--- src/rtl/cnn_sdiv_seq_22s_14s_pkg.sv ---
// Shared constants, FSM state encoding and sign helpers for the 22/14-bit
// sequential signed divider.
package cnn_sdiv_seq_22s_14s_pkg;

  localparam int         DIN0_W  = 22;
  localparam int         DIN1_W  = 14;
  localparam int         PREM_W  = 15;
  localparam logic [4:0] ITERS   = 5'd22;
  localparam int         LATENCY = 24;

  typedef enum logic [1:0] {
    ST_IDLE = 2'd0,
    ST_CALC = 2'd1,
    ST_FIX  = 2'd2,
    ST_DONE = 2'd3
  } state_e;

  function automatic logic [DIN0_W-1:0] cneg22(input logic [DIN0_W-1:0] v, input logic neg);
    cneg22 = neg ? (~v + 22'd1) : v;
  endfunction

  function automatic logic [DIN1_W-1:0] cneg14(input logic [DIN1_W-1:0] v, input logic neg);
    cneg14 = neg ? (~v + 14'd1) : v;
  endfunction

endpackage

--- src/rtl/cnn_sdiv_seq_22s_14s_step.sv ---
// One unsigned restoring-division iteration: shift in the next dividend bit,
// subtract the divisor when it fits.
module cnn_sdiv_seq_22s_14s_step
  import cnn_sdiv_seq_22s_14s_pkg::*;
(
  input  logic [PREM_W-1:0] i_prem,
  input  logic              i_dbit,
  input  logic [DIN1_W-1:0] i_divisor,
  output logic [PREM_W-1:0] o_prem,
  output logic              o_qbit
);

  logic [PREM_W:0]   w_shift;
  logic [PREM_W-1:0] w_diff;

  assign w_shift = {i_prem, i_dbit};
  assign w_diff  = w_shift[PREM_W-1:0] - {1'b0, i_divisor};
  assign o_qbit  = (w_shift >= {2'b00, i_divisor});
  assign o_prem  = o_qbit ? w_diff : w_shift[PREM_W-1:0];

endmodule

--- src/rtl/cnn_sdiv_seq_22s_14s.sv ---
// Sequential signed divider: 22-bit dividend / 14-bit divisor, C truncation,
// fixed 24-cycle latency from the accepting edge to ap_done.
module cnn_sdiv_seq_22s_14s
  import cnn_sdiv_seq_22s_14s_pkg::*;
#(
  parameter ID         = 32'd1,
  parameter din0_WIDTH = 32'd22,
  parameter din1_WIDTH = 32'd14,
  parameter dout_WIDTH = 32'd22
) (
  input  logic                  ap_clk,
  input  logic                  ap_rst_n,
  input  logic                  ap_start,
  input  logic [din0_WIDTH-1:0] din0,
  input  logic [din1_WIDTH-1:0] din1,
  output logic                  ap_idle,
  output logic                  ap_ready,
  output logic                  ap_done,
  output logic [dout_WIDTH-1:0] dout,
  output logic [din1_WIDTH-1:0] rem,
  output logic                  err
);

  state_e            r_state;
  logic [4:0]        r_cnt;
  logic [DIN0_W-1:0] r_quo;
  logic [PREM_W-1:0] r_prem;
  logic [DIN1_W-1:0] r_div;
  logic              r_sign0;
  logic              r_sign1;
  logic              r_div_zero;
  logic [DIN0_W-1:0] r_dout;
  logic [DIN1_W-1:0] r_rem;
  logic              r_err;

  logic [PREM_W-1:0] w_prem_next;
  logic              w_qbit;
  logic              w_qneg;
  logic              w_ovf;
  logic [DIN0_W-1:0] w_quo_s;
  logic [DIN1_W-1:0] w_rem_s;

  // r_quo starts as |din0| and shifts left, feeding dividend bits out and quotient bits in.
  cnn_sdiv_seq_22s_14s_step u_step (
    .i_prem    (r_prem),
    .i_dbit    (r_quo[DIN0_W-1]),
    .i_divisor (r_div),
    .o_prem    (w_prem_next),
    .o_qbit    (w_qbit)
  );

  assign w_qneg  = r_sign0 ^ r_sign1;
  // Only -2^21 / -1 yields a positive magnitude with the top bit set.
  assign w_ovf   = ~w_qneg & r_quo[DIN0_W-1] & ~r_prem[PREM_W-1];
  assign w_quo_s = cneg22(r_quo, w_qneg);
  assign w_rem_s = cneg14(r_prem[DIN1_W-1:0], r_sign0);

  assign ap_idle  = (r_state == ST_IDLE);
  assign ap_ready = ap_idle & ap_start & ap_rst_n;
  assign ap_done  = (r_state == ST_DONE);
  assign dout     = r_dout;
  assign rem      = r_rem;
  assign err      = r_err;

  always_ff @(posedge ap_clk or negedge ap_rst_n) begin
    if (!ap_rst_n) begin
      r_state    <= ST_IDLE;
      r_cnt      <= 5'd0;
      r_quo      <= 22'd0;
      r_prem     <= 15'd0;
      r_div      <= 14'd0;
      r_sign0    <= 1'b0;
      r_sign1    <= 1'b0;
      r_div_zero <= 1'b0;
      r_dout     <= 22'd0;
      r_rem      <= 14'd0;
      r_err      <= 1'b0;
    end else begin
      case (r_state)
        ST_IDLE: begin
          if (ap_start) begin
            r_quo      <= cneg22(din0, din0[DIN0_W-1]);
            r_div      <= cneg14(din1, din1[DIN1_W-1]);
            r_sign0    <= din0[DIN0_W-1];
            r_sign1    <= din1[DIN1_W-1];
            r_div_zero <= (din1 == 14'd0);
            r_prem     <= 15'd0;
            r_cnt      <= 5'd0;
            r_state    <= ST_CALC;
          end else begin
            r_state    <= ST_IDLE;
          end
        end
        ST_CALC: begin
          r_prem <= w_prem_next;
          r_quo  <= {r_quo[DIN0_W-2:0], w_qbit};
          r_cnt  <= r_cnt + 5'd1;
          if (r_cnt == (ITERS - 5'd1)) begin
            r_state <= ST_FIX;
          end else begin
            r_state <= ST_CALC;
          end
        end
        ST_FIX: begin
          if (r_div_zero) begin
            r_dout <= 22'h3FFFFF;
            r_rem  <= 14'd0;
            r_err  <= 1'b1;
          end else if (w_ovf) begin
            r_dout <= 22'h1FFFFF;
            r_rem  <= 14'd0;
            r_err  <= 1'b1;
          end else begin
            r_dout <= w_quo_s;
            r_rem  <= w_rem_s;
            r_err  <= 1'b0;
          end
          r_state <= ST_DONE;
        end
        ST_DONE: begin
          r_state <= ST_IDLE;
        end
        default: begin
          r_state <= ST_IDLE;
        end
      endcase
    end
  end

endmodule

--- config.mk ---
export PLATFORM = sky130hd
export DESIGN_NAME = cnn_sdiv_seq_22s_14s
export DESIGN_NICKNAME = d
export VERILOG_FILES = /design/src/rtl/cnn_sdiv_seq_22s_14s_pkg.sv /design/src/rtl/cnn_sdiv_seq_22s_14s_step.sv /design/src/rtl/cnn_sdiv_seq_22s_14s.sv
export SDC_FILE = /design/constraint.sdc
export NUM_CORES = 1
export LEC_CHECK = 0
export ABC_CLOCK_PERIOD_IN_PS = 2400
export BUFFER_PORTS_ARGS = -buffer_cell sky130_fd_sc_hd__buf_2
export CAP_MARGIN = 20
export CORE_MARGIN = 2
export CORE_UTILIZATION = 53
export DETAILED_ROUTE_END_ITERATION = 7
export PLACE_DENSITY = 0.77
export SYNTH_ARGS = -nofsm -noshare
export SYNTH_HDL_FRONTEND = slang
export SYNTH_SLANG_ARGS = --single-unit
--- constraint.sdc ---
create_clock -name ap_clk -period 2.4 [get_ports ap_clk]
set_input_delay 0.24 -clock ap_clk [delete_from_list [all_inputs] [get_ports ap_clk]]
set_output_delay 0.24 -clock ap_clk [all_outputs]
set_load 0.02 [all_outputs]
==> results.cfg, run 1 <==
[finish]
drive_gt1_share_pct = 20.8
final_nets = 815
antennaDiodeCount = 0
area_delta_synth_final_pct = 18.2
n_fill_cell = 907

[floorplanning]
core_area_sq_mm = 0.0108
rows = 38
die_area_sq_mm = 0.0120
initial_core_util_pct = 54.4
die_y_um = 109
die_w_um = 109
pin_count = 79

[logic_synthesis]
ys_top_cells_by_count = dfrtp_1 (98), o21ai_0 (82), nand2_1 (68)
ys_seq_elements = 98
synth_flop_cell = dfrtp_1
synth_compound_area_share_pct = 20.5
syn_nets = 718
synthSimpleGateAreaFrac_pct = 15.5
syn_inst = 658
synth_warnings = 0
synth_cell_types = 50
yosysMostFrequentCell = dfrtp_1
ys_seq_area_share_pct = 41.6
synth_edf_count = 0
synthMuxAreaShare_pct = 2.74
synth_adder_area_share_pct = 4.59
synth-xor-area-share_pct = 11.3
syn_avg_cell_area_sq_um = 8.96
synth_area_leader_cell = dfrtp_1
synth_area_sq_mm = 0.00589
synth_top_family_by_area = compound AO/OA/AOI/OAI gates
synthArstFlopShare_pct = 100
synth.area.top_cells = dfrtp_1 (42%), xor2_1 (7.6%), o21ai_0 (7.0%), nand2_1 (4.3%), ha_1 (4.2%)
yosysTopAreaCellShare_pct = 41.6

[setup_path]
crit_path_start_kind = register
crit_end = r_prem[12]
regToRegEndpoint = r_prem[12]
path_max_fanout = 8
endpoint_kind = register
r2r-start = r_div[0]
rrSetupSlack_ns = 0.02
cp.arrival_ns = 2.64
setup.worst_path.class = reg2reg
startpoint = r_div[0]
cp.required_ns = 2.66
ff2ff_path_depth = 11

[clocking]
cts.sinks = 98
cts_tree = done
cts_buffers = 9
cts_buffer_depth = 2
cts-root-buf = clkbuf_8
path_clk_slew_ns = 0.09
clk_latency_ns = 0.37
htree_levels = 3

[detailed_routing]
via_per_inst = 5.78
initialDrtViolationCount = 427
routed_wirelength_um = 14100
drtAntennaViolNets = 0
drc = 0
vias = 5205
wire_per_inst_um = 15.7
first_pass_iters = 6

[power]
power_mw = 10.2
peakVddDrop_mv = 0.574
power_frac_clock_pct = 10.8
p_seq_share_pct = 28.8
power_leakage_nw = 3.28
p_switching_mw = 4.60
power.density_mw_per_mm2 = 1460
intPower_mw = 5.59
pwr-share-comb_pct = 60.4
swShare_pct = 45.2

[grt]
grt_pass1_vias = 4716
grt_max_degree = 99
grt_pass1_wl_um = 22800
groute.usage.overall_pct = 24.1
antenna_found_initial = 0
grt_overflow_total = 0

[placed_design]
place.gp.congestion = 0.871
post-place-ws_ns = -0.0406
hpwl_um = 10500
port_buffers = 78

[sta]
finalSetupViolCount = 0
rsz0062_at_grt = true
max_freq_mhz = 420
period_minus_slack_ns = 2.38
drv_slew = 0
relSlewSlack_pct = 55.6
setup_slack_ns = 0.0198
finalCritPeriodShare_pct = 99.2
finClkSkew_ns = 0.00824
hold_viol = 0
worst_slew_pin_slew_ns = 0.660
whs_ns = 0.151

[worst_hold_path]
hp-class = in2reg
hp-start = ap_start

[run]
cap_violations = 0

[run_status]
status = finished clean
==> final cells by class <==
cell class                      instances  area [sq um]  share of cell area [%]
Tap cell                              140           175                    2.51
Clock inverter                          5          60.1                   0.862
Multi-Input combinational cell        502          3290                    47.2
Timing Repair Buffer                  119           752                    10.8
Clock buffer                           11           141                    2.03
Inverter                               25          93.8                    1.35
Sequential cell                        98          2450                    35.2
==> worst min path at each step <==
stage,to,slack (ns),cells after the start
2_1_floorplan,async pin,-0.06,0
3_3_place_gp,rem[11],0.36,2
3_5_place_dp,rem[12],0.36,2
4_1_cts,r_state[0],0.14,2
5_1_grt,r_state[0],0.15,2
6_report,r_state[0],0.15,2
==> state kept, by name, indices dropped and copies added, names as in the netlist, named ones only <==
register    flops
r_cnt           5
r_state         1
r_sign1         1
err             1
r_div          14
rem            14
r_div_zero      1
r_sign0         1
dout           22
r_prem         15
r_quo          22
==> placed cells by master (no fill, tap or decap), drive strengths merged, types with 3 or more instances in the layout <==
master | Yosys | routed
buf | 3 | 118
dfrtp | 98 | 98
o21ai | 84 | 84
nand2 | 68 | 68
nor2 | 53 | 53
xor2 | 51 | 51
a21oi | 37 | 37
inv | 25 | 27
xnor2 | 25 | 25
ha | 20 | 20
a22oi | 19 | 19
nand3 | 19 | 19
mux2i | 15 | 15
o31ai | 14 | 14
nand2b | 14 | 14
o41ai | 14 | 14
clkbuf | 30 | 11
a31oi | 9 | 9
nor3 | 7 | 7
nor4 | 7 | 7
or3 | 5 | 5
or4 | 4 | 4
nand4 | 3 | 3
a21o | 3 | 3
o21a | 3 | 3
o211ai | 3 | 3
nor2b | 3 | 3
==> through the flow <==
stage / area [sq um] / instances / TNS [ns] / util (%)
2_1_floorplan: 5920 / 658 / -0.626 / -
3_3_place_gp: 6640 / 877 / 0 / 61.3
3_5_place_dp: 6640 / 877 / -0.262 / 61.3
4_1_cts: 6910 / 897 / -0.321 / 63.7
5_1_grt: 6970 / 900 / -0.940 / 64.3
6_report: 6970 / 900 / 0 / 64.3
==> power by group through the flow <==
stage / clock network (mW) / registers [mW] / logic (mW)
after floorplan: 0 / 2.99 / 4.08
after global placement: 0 / 2.89 / 5.55
after detailed placement: 0 / 2.92 / 5.79
after CTS: 1.13 / 2.89 / 5.97
after global routing: 1.19 / 3.00 / 6.81
final: 1.10 / 2.93 / 6.15
==> logic make-up after synthesis <==
kind of cell               Yosys count
DFF                                 98
AOI/OAI and AO/OA                  195
xor gates and xnor gates            76
muxes                               16
buffers and inverters               58
and+or+nand+nor                    194
adders and majority gates           21
==> routing by layer <==
metal | up-vias | track usage [%] | wire length, um
li1 | 2529 | - | -
met1 | 2490 | 36.6 | 6860
met2 | 170 | 35.7 | 6250
met3 | 16 | 4.09 | 864
met4 | 0 | 6.24 | 165
met5 | - | 0 | 0
==> worst max-delay path, cell delays in order (launching register included) <==
cell      delay [ns]
dfrtp_1         0.40
ha_2            0.20
fa_2            0.35
nand2b_4        0.16
a21oi_4         0.13
a41o_1          0.12
a31oi_2         0.11
o31ai_4         0.21
buf_6           0.15
buf_12          0.13
mux2i_2         0.20
o21ai_1         0.09
==> repair_timing <==
item,4_1_cts,5_1_grt
hold buffers,1,0
endpoints found under the hold margin,98,0
pin swaps,2,2
gates resized for setup,4,14
buffers inserted,2,3
setup endpoints to repair,14,21
gates cloned,1,0
(Power assumes the default switching activity.)
==> inputs of run 2 (changes only) <==
Settings changed: CORE_UTILIZATION 53 to 48, PLACE_DENSITY 0.77 to 0.71.
==> run 2 against run 1 <==
The run now ends with hold timing, setup timing left. Design area increased by 1.4%. Die area increased by 10%. Count of clock-buffer cells in the layout unchanged. Worst hold slack got worse by 0.16 ns. Clock power increased by 25%. Largest power group unchanged.
==> results.cfg, run 2 (synthesis gave the netlist of run 1 again) <==
[run_status]
status = complete, but fails checks
violations = hold timing, setup timing

[placed_design]
port_buffers = 78
place.gp.congestion = 0.843
hpwl_um = 10700

[setup_path]
rrSetupSlack_ns = -0.03
crit_path_start_kind = register
cp.arrival_ns = 2.65
path_max_fanout = 8
cp.required_ns = 2.63
critical-path-top-delay-family = compound AO/OA/AOI/OAI gates
endpoint_kind = register
setup.worst_path.class = reg2reg
slowest_stage = dfrtp_1
cpPeakStageDelay_ns = 0.42
crit_buf_inv = 2
path_cells = ha_4 -> fa_2 -> nand2b_4 -> a21oi_4 -> a41o_1 -> a31oi_4 -> o31ai_4 -> buf_6 -> buf_12 -> mux2i_2 -> o21ai_1

[detailed_routing]
drtAntennaViolNets = 0
vias = 5182
first_pass_iters = 7
initialDrtViolationCount = 428
via_per_inst = 5.71
wire_per_inst_um = 15.9
routed_wirelength_um = 14500
drc = 0

[sta]
relSlewSlack_pct = 61.3
finalSetupViolCount = 2
period_minus_slack_ns = 2.43
max_freq_mhz = 412
whs_ns = -0.00383
rsz0062_at_grt = true
drv_slew = 0
finalCritPeriodShare_pct = 101
setup_slack_ns = -0.0261
timing.setup.tns_ns = -0.0399
worst_slew_pin_slew_ns = 0.576
hold_viol = 8
finClkSkew_ns = 0.00822

[power]
swShare_pct = 44.7
peakVddDrop_mv = 0.569
pwr-share-comb_pct = 59.4
power_frac_clock_pct = 13.0
p_switching_mw = 4.74
power.density_mw_per_mm2 = 1500
power_leakage_nw = 3.31
p_seq_share_pct = 27.6
power_mw = 10.6
intPower_mw = 5.86

[clocking]
clk_latency_ns = 0.35
cts-root-buf = clkbuf_16
htree_levels = 3
cts_buffer_depth = 2
path_clk_slew_ns = 0.07
cts.sinks = 98
cts_tree = done
cts_buffers = 9

[finish]
drive_gt1_share_pct = 21.0
final_nets = 816
final_common_cell = dfrtp_1
area_delta_synth_final_pct = 19.9
final_cell_mix = dfrtp_1 (98), buf_2 (77), o21ai_0 (68), nand2_1 (68), nor2_1 (52)
antennaDiodeCount = 0

[floorplanning]
rows = 40
core_area_sq_mm = 0.0120
die_w_um = 115
die_area_sq_mm = 0.0132
die_y_um = 115
pin_count = 79
initial_core_util_pct = 49.1

[worst_hold_path]
hp-class = in2async

[grt]
groute.usage.overall_pct = 22.3
grt_overflow_total = 0
grt_pass1_vias = 4799
antenna_found_initial = 0
grt_max_degree = 99
grt_pass1_wl_um = 23700

[run]
cap_violations = 0
[run 2: what timing repair did]
item	4_1_cts	5_1_grt
endpoints found under the setup margin	11	19
buffers inserted	5	3
gates resized for setup	12	18
pin swaps	3	3
hold buffers	0	0
cloned	1	0
[run 2: worst register-to-register path, cell delays in order (launching register included)]
cell	delay, ns
dfrtp_1	0.42
ha_4	0.18
fa_2	0.34
nand2b_4	0.15
a21oi_4	0.12
a41o_1	0.16
a31oi_4	0.11
o31ai_4	0.23
buf_6	0.15
buf_12	0.13
mux2i_2	0.23
o21ai_1	0.09
[run 2: final timing paths]
check | from | end | cells past startpoint
worst max-delay path | r_div[0] | r_prem[4] | 11
worst min-delay path | ap_rst_n | r_div[9] | 2
worst max register to register | r_div[0] | r_prem[4] | 11
worst min register to register | rem[7] | rem[7] | 2
max in group asynchronous | ap_rst_n | r_quo[15] | 2
min in group ap_clk | ap_start | r_state[0] | 2
[run 2: routing by layer]
layer	routed length, um	part of all wire (%)	GRT usage (%)
met5	0	0	0
met4	159	1.1	6.51
met3	793	5.5	3.27
met2	6430	44	33.2
met1	7100	49	34.0
[run 2: area by class of cell]
| cell class | count | area [sq um] |
|---|---|---|
| clock buffers | 11 | 243 |
| clock inverters | 5 | 37.5 |
| fillers | 1064 | 4950 |
| inverters | 25 | 93.8 |
| multi-input cells | 502 | 3310 |
| flip-flops and latches | 98 | 2450 |
| well taps | 147 | 184 |
| repair buffers | 120 | 744 |
[run 2: power groups by stage]
stage,Clock (mW),Sequential (mW),Combinational (mW)
after floorplan,0,2.99,4.08
after global placement,0,2.89,5.59
after detailed placement,0,2.93,5.79
after CTS,1.38,2.90,6.10
after global routing,1.47,3.01,6.97
final,1.37,2.93,6.30
[run 2: per-stage QoR]
| stage | area (sq um) | setup slack (ns) | hold WS (ns) | utilization, % | std cells |
|---|---|---|---|---|---|
| after floorplan | 5920 | -0.0722 | -0.0556 | - | 658 |
| after global placement | 6650 | 0.0820 | 0.399 | 55.4 | 884 |
| after detailed placement | 6650 | 0.0160 | 0.403 | 55.4 | 884 |
| after CTS | 7020 | -0.0267 | 0.0339 | 58.4 | 906 |
| after global routing | 7070 | -0.104 | 0.0582 | 58.8 | 908 |
| final | 7070 | -0.0261 | -0.00383 | 58.8 | 908 |
